[src/rtl/road_sensor_conditioner_pkg.sv]
// Shared road occupancy definitions used by the sensor conditioner and the controller.
// Holds the four legal thermometer levels and the legal-code check.
package road_sensor_conditioner_pkg;

    typedef logic [2:0] road_level_t;

    localparam road_level_t RD_EMPTY = 3'b000;
    localparam road_level_t RD_LESS  = 3'b001;
    localparam road_level_t RD_MORE  = 3'b011;
    localparam road_level_t RD_FULL  = 3'b111;

    // Only contiguous thermometer codes filled from the junction end are legal.
    function automatic logic is_legal(input road_level_t code);
        return (code == RD_EMPTY) || (code == RD_LESS) ||
               (code == RD_MORE)  || (code == RD_FULL);
    endfunction

endpackage

[src/rtl/road_sensor_conditioner_if.sv]
// Sensor bundle between the raw road sensors and the level-1 controller.
// The master side drives raw codes; the slave (the conditioner) returns clean levels.
interface road_sensor_conditioner_if;
    import road_sensor_conditioner_pkg::*;

    road_level_t R1;
    road_level_t R2;
    road_level_t R3;
    road_level_t R4;
    road_level_t S1;
    road_level_t S2;
    road_level_t S3;
    road_level_t S4;
    logic [3:0]  fault;
    logic [3:0]  level_change;

    modport master (
        output R1, R2, R3, R4,
        input  S1, S2, S3, S4, fault, level_change
    );

    modport slave (
        input  R1, R2, R3, R4,
        output S1, S2, S3, S4, fault, level_change
    );

endinterface

[src/rtl/road_sensor_filter.sv]
// One road's conditioning chain: two-flop synchroniser, debounce counter,
// legal-level commit, persistent-illegal-code fault and change strobe.
module road_sensor_filter
    import road_sensor_conditioner_pkg::*;
#(
    parameter int STABLE_CYCLES = 4,
    parameter int FAULT_CYCLES  = 16,
    parameter int CNT_W         = 5
) (
    input  logic        clock,
    input  logic        clear,
    input  logic [2:0]  raw,
    output logic [2:0]  level,
    output logic        fault,
    output logic        change
);

    localparam logic [CNT_W-1:0] STABLE_LAST = CNT_W'(STABLE_CYCLES - 1);
    localparam logic [CNT_W-1:0] FAULT_LAST  = CNT_W'(FAULT_CYCLES - 1);
    localparam logic [CNT_W-1:0] FAULT_SAT   = CNT_W'(FAULT_CYCLES);

    road_level_t      sync1_q, sync2_q;
    road_level_t      cand_q, cand_d;
    road_level_t      level_q, level_d;
    logic [CNT_W-1:0] cnt_q, cnt_d;
    logic             fault_q, fault_d;
    logic             chg_q, chg_d;

    // The idle rule is bypassed while faulted so that a return to the current
    // level still has to debounce fully before the fault is released.
    always_comb begin
        cand_d  = cand_q;
        level_d = level_q;
        cnt_d   = cnt_q;
        fault_d = fault_q;
        chg_d   = 1'b0;
        if ((sync2_q == level_q) && !fault_q) begin
            cnt_d  = '0;
            cand_d = sync2_q;
        end else if (sync2_q != cand_q) begin
            cand_d = sync2_q;
            cnt_d  = CNT_W'(1);
        end else if (is_legal(cand_q) && (cnt_q == STABLE_LAST)) begin
            level_d = cand_q;
            cnt_d   = '0;
            fault_d = 1'b0;
            chg_d   = (cand_q != level_q);
        end else if (!is_legal(cand_q) && (cnt_q == FAULT_LAST)) begin
            fault_d = 1'b1;
        end else if (cnt_q >= FAULT_SAT) begin
            cnt_d = FAULT_SAT;
        end else begin
            cnt_d = cnt_q + 1'b1;
        end
    end

    always_ff @(posedge clock) begin
        if (clear) begin
            sync1_q <= RD_EMPTY;
            sync2_q <= RD_EMPTY;
            cand_q  <= RD_EMPTY;
            level_q <= RD_EMPTY;
            cnt_q   <= '0;
            fault_q <= 1'b0;
            chg_q   <= 1'b0;
        end else begin
            sync1_q <= raw;
            sync2_q <= sync1_q;
            cand_q  <= cand_d;
            level_q <= level_d;
            cnt_q   <= cnt_d;
            fault_q <= fault_d;
            chg_q   <= chg_d;
        end
    end

    assign level  = level_q;
    assign fault  = fault_q;
    assign change = chg_q;

endmodule

[src/rtl/road_sensor_conditioner.sv]
// Four independent road filters turning raw occupancy sensors into the
// stable thermometer levels S1..S4 consumed by the level-1 controller.
module road_sensor_conditioner
    import road_sensor_conditioner_pkg::*;
#(
    parameter int STABLE_CYCLES = 4,
    parameter int FAULT_CYCLES  = 16,
    parameter int CNT_W         = 5
) (
    input logic                       clock,
    input logic                       clear,
    road_sensor_conditioner_if.slave  bus
);

    road_level_t rawRoad   [4];
    road_level_t levelRoad [4];
    logic [3:0]  faultRoad;
    logic [3:0]  changeRoad;

    assign rawRoad[0] = bus.R1;
    assign rawRoad[1] = bus.R2;
    assign rawRoad[2] = bus.R3;
    assign rawRoad[3] = bus.R4;

    for (genvar i = 0; i < 4; i++) begin : g_road
        road_sensor_filter #(
            .STABLE_CYCLES (STABLE_CYCLES),
            .FAULT_CYCLES  (FAULT_CYCLES),
            .CNT_W         (CNT_W)
        ) u_filter (
            .clock  (clock),
            .clear  (clear),
            .raw    (rawRoad[i]),
            .level  (levelRoad[i]),
            .fault  (faultRoad[i]),
            .change (changeRoad[i])
        );
    end

    assign bus.S1           = levelRoad[0];
    assign bus.S2           = levelRoad[1];
    assign bus.S3           = levelRoad[2];
    assign bus.S4           = levelRoad[3];
    assign bus.fault        = faultRoad;
    assign bus.level_change = changeRoad;

endmodule
[src/flat_wrapper.sv]
// flat-port wrapper written by rule: the top's interface ports become plain ports
module road_sensor_conditioner_flat import road_sensor_conditioner_pkg::*;
#(
    parameter int STABLE_CYCLES = 4,
    parameter int FAULT_CYCLES  = 16,
    parameter int CNT_W         = 5
)
  (clock, clear, bus_R1, bus_R2, bus_R3, bus_R4, bus_S1, bus_S2, bus_S3, bus_S4, bus_fault, bus_level_change);
  road_sensor_conditioner_if bus_i ();
  input logic clock;
  input logic clear;
  input wire logic [$bits(bus_i.R1)-1:0] bus_R1;
  input wire logic [$bits(bus_i.R2)-1:0] bus_R2;
  input wire logic [$bits(bus_i.R3)-1:0] bus_R3;
  input wire logic [$bits(bus_i.R4)-1:0] bus_R4;
  output wire logic [$bits(bus_i.S1)-1:0] bus_S1;
  output wire logic [$bits(bus_i.S2)-1:0] bus_S2;
  output wire logic [$bits(bus_i.S3)-1:0] bus_S3;
  output wire logic [$bits(bus_i.S4)-1:0] bus_S4;
  output wire logic [$bits(bus_i.fault)-1:0] bus_fault;
  output wire logic [$bits(bus_i.level_change)-1:0] bus_level_change;
  assign bus_i.R1 = bus_R1;
  assign bus_i.R2 = bus_R2;
  assign bus_i.R3 = bus_R3;
  assign bus_i.R4 = bus_R4;
  assign bus_S1 = bus_i.S1;
  assign bus_S2 = bus_i.S2;
  assign bus_S3 = bus_i.S3;
  assign bus_S4 = bus_i.S4;
  assign bus_fault = bus_i.fault;
  assign bus_level_change = bus_i.level_change;
  road_sensor_conditioner #(.STABLE_CYCLES(STABLE_CYCLES), .FAULT_CYCLES(FAULT_CYCLES), .CNT_W(CNT_W)) u_core (.clock(clock), .clear(clear), .bus(bus_i));
endmodule
[config.mk]
export PLATFORM = sky130hd
export DESIGN_NAME = road_sensor_conditioner_flat
export DESIGN_NICKNAME = d
export VERILOG_FILES = /design/src/rtl/road_sensor_conditioner_pkg.sv /design/src/rtl/road_sensor_conditioner_if.sv /design/src/rtl/road_sensor_filter.sv /design/src/rtl/road_sensor_conditioner.sv /design/src/flat_wrapper.sv
export SDC_FILE = /design/constraint.sdc
export NUM_CORES = 1
export LEC_CHECK = 0
export CORE_UTILIZATION = 55
export CTS_BUF_LIST = sky130_fd_sc_hd__clkbuf_4
export CTS_CLUSTER_SIZE = 14
export DETAILED_ROUTE_END_ITERATION = 7
export GPL_TIMING_DRIVEN = 0
export PLACE_DENSITY = 0.89
export SLEW_MARGIN = 20
export SYNTH_ARGS = -nofsm -noshare
export SYNTH_HDL_FRONTEND = slang
export SYNTH_SLANG_ARGS = --single-unit
[constraint.sdc]
create_clock -name clock -period 2.1 [get_ports clock]
set_input_delay 0.315 -clock clock [delete_from_list [all_inputs] [get_ports clock]]
set_output_delay 0.315 -clock clock [all_outputs]
set_load 0.01 [all_outputs]
* Yosys cells after proc, flatten, opt, wreduce, memory -nomap -nowiden
Cells that the tools add are included.
W data, S select, Z words.
** Storage, ports and cells
- Output and inout bits :: 20
- Word-level logic and storage cells :: 184
- Input port bits :: 14
- Flip-flop bits (word level) :: 76
** Cells by class
- Reduce and logical (&&, ||, !) cells :: 64
- Order comparisons :: 4
- Add/sub/neg operators :: 4
- Mux-type cells :: 32
- Equality and inequality tests :: 36
- Bitwise operators :: 12
** Operators by type and width (number)
- $reduce_or A4 Y1 :: 8
- $mux W3 :: 8
- $ne A3 B3 Y1 :: 8
- $reduce_and A3 Y1 :: 8
- $add A5 B1 Y5 const B :: 4
- $eq A5 B2 Y1 const B :: 4
- $eq A5 B4 Y1 const B :: 4
- $ge A5 B5 Y1 const B :: 4
- $mux W1 :: 20
- $mux W5 :: 4
- $reduce_bool A2 Y1 :: 8
- $eq A3 B1 Y1 const B :: 4
- $eq A3 B2 Y1 const B :: 4
- $eq A3 B3 Y1 :: 4
- $eq A3 B3 Y1 const B :: 4
- $logic_and A1 B1 Y1 :: 12
- $logic_not A3 Y1 :: 4
- $logic_or A1 B1 Y1 :: 12
- $ne A3 B3 Y1 const B :: 4
- $not A1 Y1 :: 12
- $logic_not A1 Y1 :: 8
- $reduce_or A2 Y1 :: 4

* Depth between registers and ports, before layout
Gate-level depths: netlist (run 1).
- Word-level depth :: 9
- Mapped depth :: 8

* By module
Synthesis (run 1) repeated with hierarchy kept, for this count alone.
** Unflattened totals
- Cell total of the unflattened synthesis :: 364
- Area total of the unflattened synthesis :: 3529.6 um2
** By module, submodules not included
- road_sensor_filter at u_core.g_road[0].u_filter ... :: instances 3, area each 883.3 um2, cells an instance 91
- road_sensor_filter at u_core.g_road[3].u_filter :: instances 1, area each 879.6 um2, cells an instance 91

* Least setup slack after synthesis (run 1)
No wires, ideal clock.
- Path kind :: register -> register
- Start point :: reg u_core.g_road[3].u_filter.cnt_q[0]
- End point :: reg u_core.g_road[3].u_filter.level_q[0]
- Slack :: 0.287 ns
- Buffers on the path :: 0
- Arrival time :: 1.686 ns
- Stages on the path, launching flop included :: 7
- Period minus slack after synthesis :: 1.813 ns
- Cells stage by stage :: dfxtp_1 -> ha_1 -> or4b_1 -> a21oi_2 -> nor3b_4 -> mux2i_1 -> nor2_1
** On the way
- Longest elaborated chain between the ends :: 3
** Ends and longest elaborated chain
- start, declared :: RTL line road_sensor_filter.sv:25 : logic [CNT_W-1:0] cnt_q, cnt_d;
- start signal, assigned :: RTL line road_sensor_filter.sv:71 : cnt_q <= cnt_d;
- $eq A5 B2 Y1 :: RTL line road_sensor_filter.sv:43 : end else if (is_legal(cand_q) && (cnt_q == STABLE_LAST)) begin
- $logic_and A1 B1 Y1 :: RTL line road_sensor_filter.sv:43
- $reduce_and A3 Y1 (no line)
- end signal, assigned :: RTL line road_sensor_filter.sv:70 : level_q <= level_d;
- end, declared :: RTL line road_sensor_filter.sv:24 : road_level_t level_q, level_d;
Every way passes these cells.
A chain may end at the register's enable or synchronous reset.

* Final worst setup path (run 1)
- Start point :: reg u_core.g_road[0].u_filter.cnt_q[1]
- End point :: reg u_core.g_road[0].u_filter.level_q[0]
** On the way
- Longest elaborated chain between the ends :: 3
** Ends and longest elaborated chain (RTL line)
- start, declared :: road_sensor_filter.sv:25
- start signal, assigned :: road_sensor_filter.sv:71
- $eq A5 B2 Y1 :: road_sensor_filter.sv:43
- $logic_and A1 B1 Y1 :: road_sensor_filter.sv:43
- $reduce_and A3 Y1 (no line)
- end signal, assigned :: road_sensor_filter.sv:70
- end, declared :: road_sensor_filter.sv:24
Every way passes these cells.

==> results of run 1 <==
[state kept, by name, summed over array words and instances (netlist names)]
signal / flops
u_core.g_road.u_filter.sync1_q: 12
u_core.g_road.u_filter.fault: 4
u_core.g_road.u_filter.sync2_q: 12
u_core.g_road.u_filter.cand_q: 12
u_core.g_road.u_filter.level: 12
u_core.g_road.u_filter.change: 4
u_core.g_road.u_filter.cnt_q: 20
[final cells by class]
cell class / count / area (um2)
Sequential cell: 76 / 1520
Inverter: 14 / 52.6
Multi-Input combinational cell: 239 / 1690
Timing Repair Buffer: 36 / 353
Fill cell: 429 / 1750
Buffer: 17 / 93.8
Tap cell: 72 / 90.1
Clock buffer: 10 / 75.1
Clock inverter: 5 / 53.8
[synthesized netlist by cell type, types with 2 or more instances]
| library cell | count |
|---|---|
| nor3_1 | 13 |
| buf_4 | 8 |
| xor2_1 | 25 |
| nor2_1 | 36 |
| a21oi_1 | 13 |
| o21ai_0 | 4 |
| nor4_1 | 4 |
| nor4_4 | 2 |
| and3_1 | 4 |
| nor3b_1 | 4 |
| o311a_1 | 4 |
| mux2i_1 | 14 |
| nor4_2 | 2 |
| or2_1 | 2 |
| nand3_1 | 12 |
| nor2b_1 | 39 |
| clkbuf_1 | 9 |
| nand2b_1 | 5 |
| and2_1 | 2 |
| ha_1 | 10 |
| xnor2_1 | 14 |
| nand2_1 | 10 |
| inv_1 | 14 |
| o21a_1 | 2 |
| a31oi_1 | 3 |
| dfxtp_1 | 76 |
[layout by cell type (no fill, tap or decap), types with 11 or more instances in the layout]
cell type and count:
buf_4 11, nand3_1 12, xnor2_1 14, dfxtp_1 74
nor2_1 36, xor2_1 25, a21oi_1 13, inv_1 14
nor2b_1 39, nor3_1 13, clkdlybuf4s50_1 33, mux2i_1 14
[timing repair]
action / in CTS / in global routing
setup endpoints to repair: 3 / 10
pin swaps: 0 / 1
gates resized for setup: 1 / 6
setup buffers: 0 / 3
[critical path: cells and delay by family, from the launching register on]
family	cells	cell delay (ns)
adders and majority gates	1	0.24
muxes	1	0.23
and+or+nand+nor	4	0.98
DFF	1	0.42
[metal layers]
| metal | routed length, um | GRT usage, % |
|---|---|---|
| met4 | 115 | 7.68 |
| met5 | 0 | 0 |
| met3 | 320 | 7.77 |
| met1 | 2690 | 23.9 |
| met2 | 3190 | 39.4 |
[final timing paths]
kind / end / slack (ns)
setup / recovery: u_core.g_road[0].u_filter.level[0] / 0.11
hold / removal: u_core.g_road[1].u_filter.sync1_q[0] / 0.44
setup reg to reg: u_core.g_road[0].u_filter.level[0] / 0.11
hold reg to reg: u_core.g_road[3].u_filter.sync2_q[1] / 0.45
[cell families (layout without fill, tap and decap cells)]
logic type | Yosys count | in the layout | share of synthesized area (%)
simple gates | 142 | 142 | 24.7
flops | 76 | 76 | 45.8
xor+xnor | 39 | 39 | 10.3
compound gates | 34 | 34 | 6.81
buf+inv | 31 | 82 | 4.41
mux | 14 | 14 | 4.22
fa+ha+maj | 10 | 10 | 3.77
[power by group through the flow]
stage                     Sequential, mW  Combinational (mW)  Clock [mW]
after floorplan                     1.53               0.122           0
after global placement              1.53               0.166           0
after detailed placement            1.54               0.173           0
after CTS                           1.50               0.176       0.858
after global routing                1.51               0.197       0.928
final                               1.51               0.178       0.843
[per-stage QoR]
| stage | setup TNS [ns] | util [%] | hold slack [ns] |
|---|---|---|---|
| after floorplan | 0 | - | 0.414 |
| after global placement | 0 | 66.0 | 0.417 |
| after detailed placement | 0 | 66.0 | 0.427 |
| after CTS | 0 | 68.3 | 0.420 |
| after global routing | -0.0561 | 69.2 | 0.410 |
| final | 0 | 69.2 | 0.438 |
==> results.yml, run 1 <==
power_and_ir_drop:
  swShare_pct: 24.0
  seq_power_share_pct: 59.6
  vdd_ir_drop_max_uv: 465
  clkPwrFrac_pct: 33.4
  p_leak_nw: 1.59
  power_mw: 2.53
  internal_power_mw: 1.92
  powerDensity_nw_per_um2: 643
  p_comb_share_pct: 7.0
  p_sw_uw: 605
logic_synthesis:
  synth_nets: 370
  syn-cell-area_um2: 3320
  yosysTopAreaCell: "dfxtp_1"
  synthFlopType: "dfxtp_1"
  synth_warnings: 0
  synth_cell_types: 41
  synth_top_area_share_pct: 45.8
  synth_edf_count: 0
  netlist_instances: 346
  ys_ff_latch: 76
  synth_area_leaders: "dfxtp_1 46%, nor2b_1 7.3%, xor2_1 6.6%"
  async_reset_ff_share_pct: 0
  seq_area_frac_synth_pct: 45.8
  avgSynthCellArea_um2: 9.60
critical_path:
  r2r-start: "u_core.g_road[0].u_filter.cnt_q[1]"
  path_class: "flip-flop to flip-flop"
  endpoint_kind: "flip-flop"
  reg2regPathDepth: 6
  worst_ep_arrival_time_ns: 2.29
  slowest_delay_ns: 0.42
  worstPathMaxFanout: 5
  path_cells: "ha_1 -> nor3b_2 -> nor4b_4 -> nor3b_4 -> mux2i_1 -> nor2_1"
  slowest_stage: "dfxtp_1"
  required_ns: 2.40
  start_kind: "flip-flop"
  startpoint: "u_core.g_road[0].u_filter.cnt_q[1]"
die:
  die_w_um: 79.7
  core_um2: 5680
  dieArea_um2: 6360
  io_pins: 34
  die_h_um: 79.7
  start_util_pct: 58.6
  num_rows: 27
global_route:
  grtUsageTotal_pct: 22.0
  grt_max_degree: 13
  grt_pass1_vias: 2392
  grt_overflow_total: 0
  grt_pass1_wl_um: 10600
  antenna_found_initial: 0
clock_tree:
  cts_hold_buf: 0
  cts-root-buf: "clkbuf_4"
  cts_buffer_depth: 2
  clkLatencyLatePin_ns: 0.41
  clk_pin_slew_ns: 0.11
  cts_sinks: 76
  h-tree-depth: 3
  cts_buffers: 9
  tritoncts: "yes"
cells_and_area:
  antenna_cells: 0
  areaGrowthSynthToFinish_pct: 18.2
  design_area_um2: 3930
  drive_above_1_share_pct: 9.82
  nNetsFinal: 417
  final_cell_count_no_fill: 469
sta:
  slew_headroom_pct: 44.4
  slew_viol_final: 0
  report.final.hold_viol_count: 0
  final.setup_skew_ns: 0.0150
  finalCritPeriodShare_pct: 94.7
  setup_ws_ns: 0.111
  finalCriticalPeriod_ns: 1.99
  max_freq_mhz: 503
  setup_viol: 0
  tightest_slew_ns: 0.827
hold_path:
  holdPathStages: 2
  min_from: "bus_R2[0]"
  hp-class: "input pin to flip-flop"
placed_design:
  hpwl_um: 4530
  place_area_um2: 3740
  placement.io_buffers: 33
  dp_slack_ns: 0.00693
  dp_cells: 451
  place_congestion: 0.854
routing:
  first_iter_violations: 59
  first_pass_iters: 6
  vias_per_cell: 5.33
  routedWlPerCell_um: 13.5
  ant_nets: 0
  dr_total_vias: 2498
  drc: 0
  wl_um: 6320
outcome:
  status: "finished clean"
run:
  maxCapViolations: 0
Power figures use the tool's default switching activity.
==> run 2, diff against run 1 <==
--- a/config.mk
+++ b/config.mk
@@ -10,4 +10,5 @@
 export CTS_CLUSTER_SIZE = 14
 export DETAILED_ROUTE_END_ITERATION = 7
+export GPL_ROUTABILITY_DRIVEN = 0
 export GPL_TIMING_DRIVEN = 0
 export PLACE_DENSITY = 0.89
==> constraint.sdc (replaced) <==
create_clock -name clock -period 2.1 [get_ports clock]
set_input_delay 0.315 -clock clock [delete_from_list [all_inputs] [get_ports clock]]
set_output_delay 0.315 -clock clock [all_outputs]
set_load 0.005 [all_outputs]
==> results of run 2 <==
Same layout as run 1 (identical final DEF). Status: finished clean.
==> run 3, diff against run 2 <==
Settings changed: SKIP_LAST_GASP set to 1.
==> results of run 3 <==
Same layout as run 1 (identical final DEF). Status: finished clean.
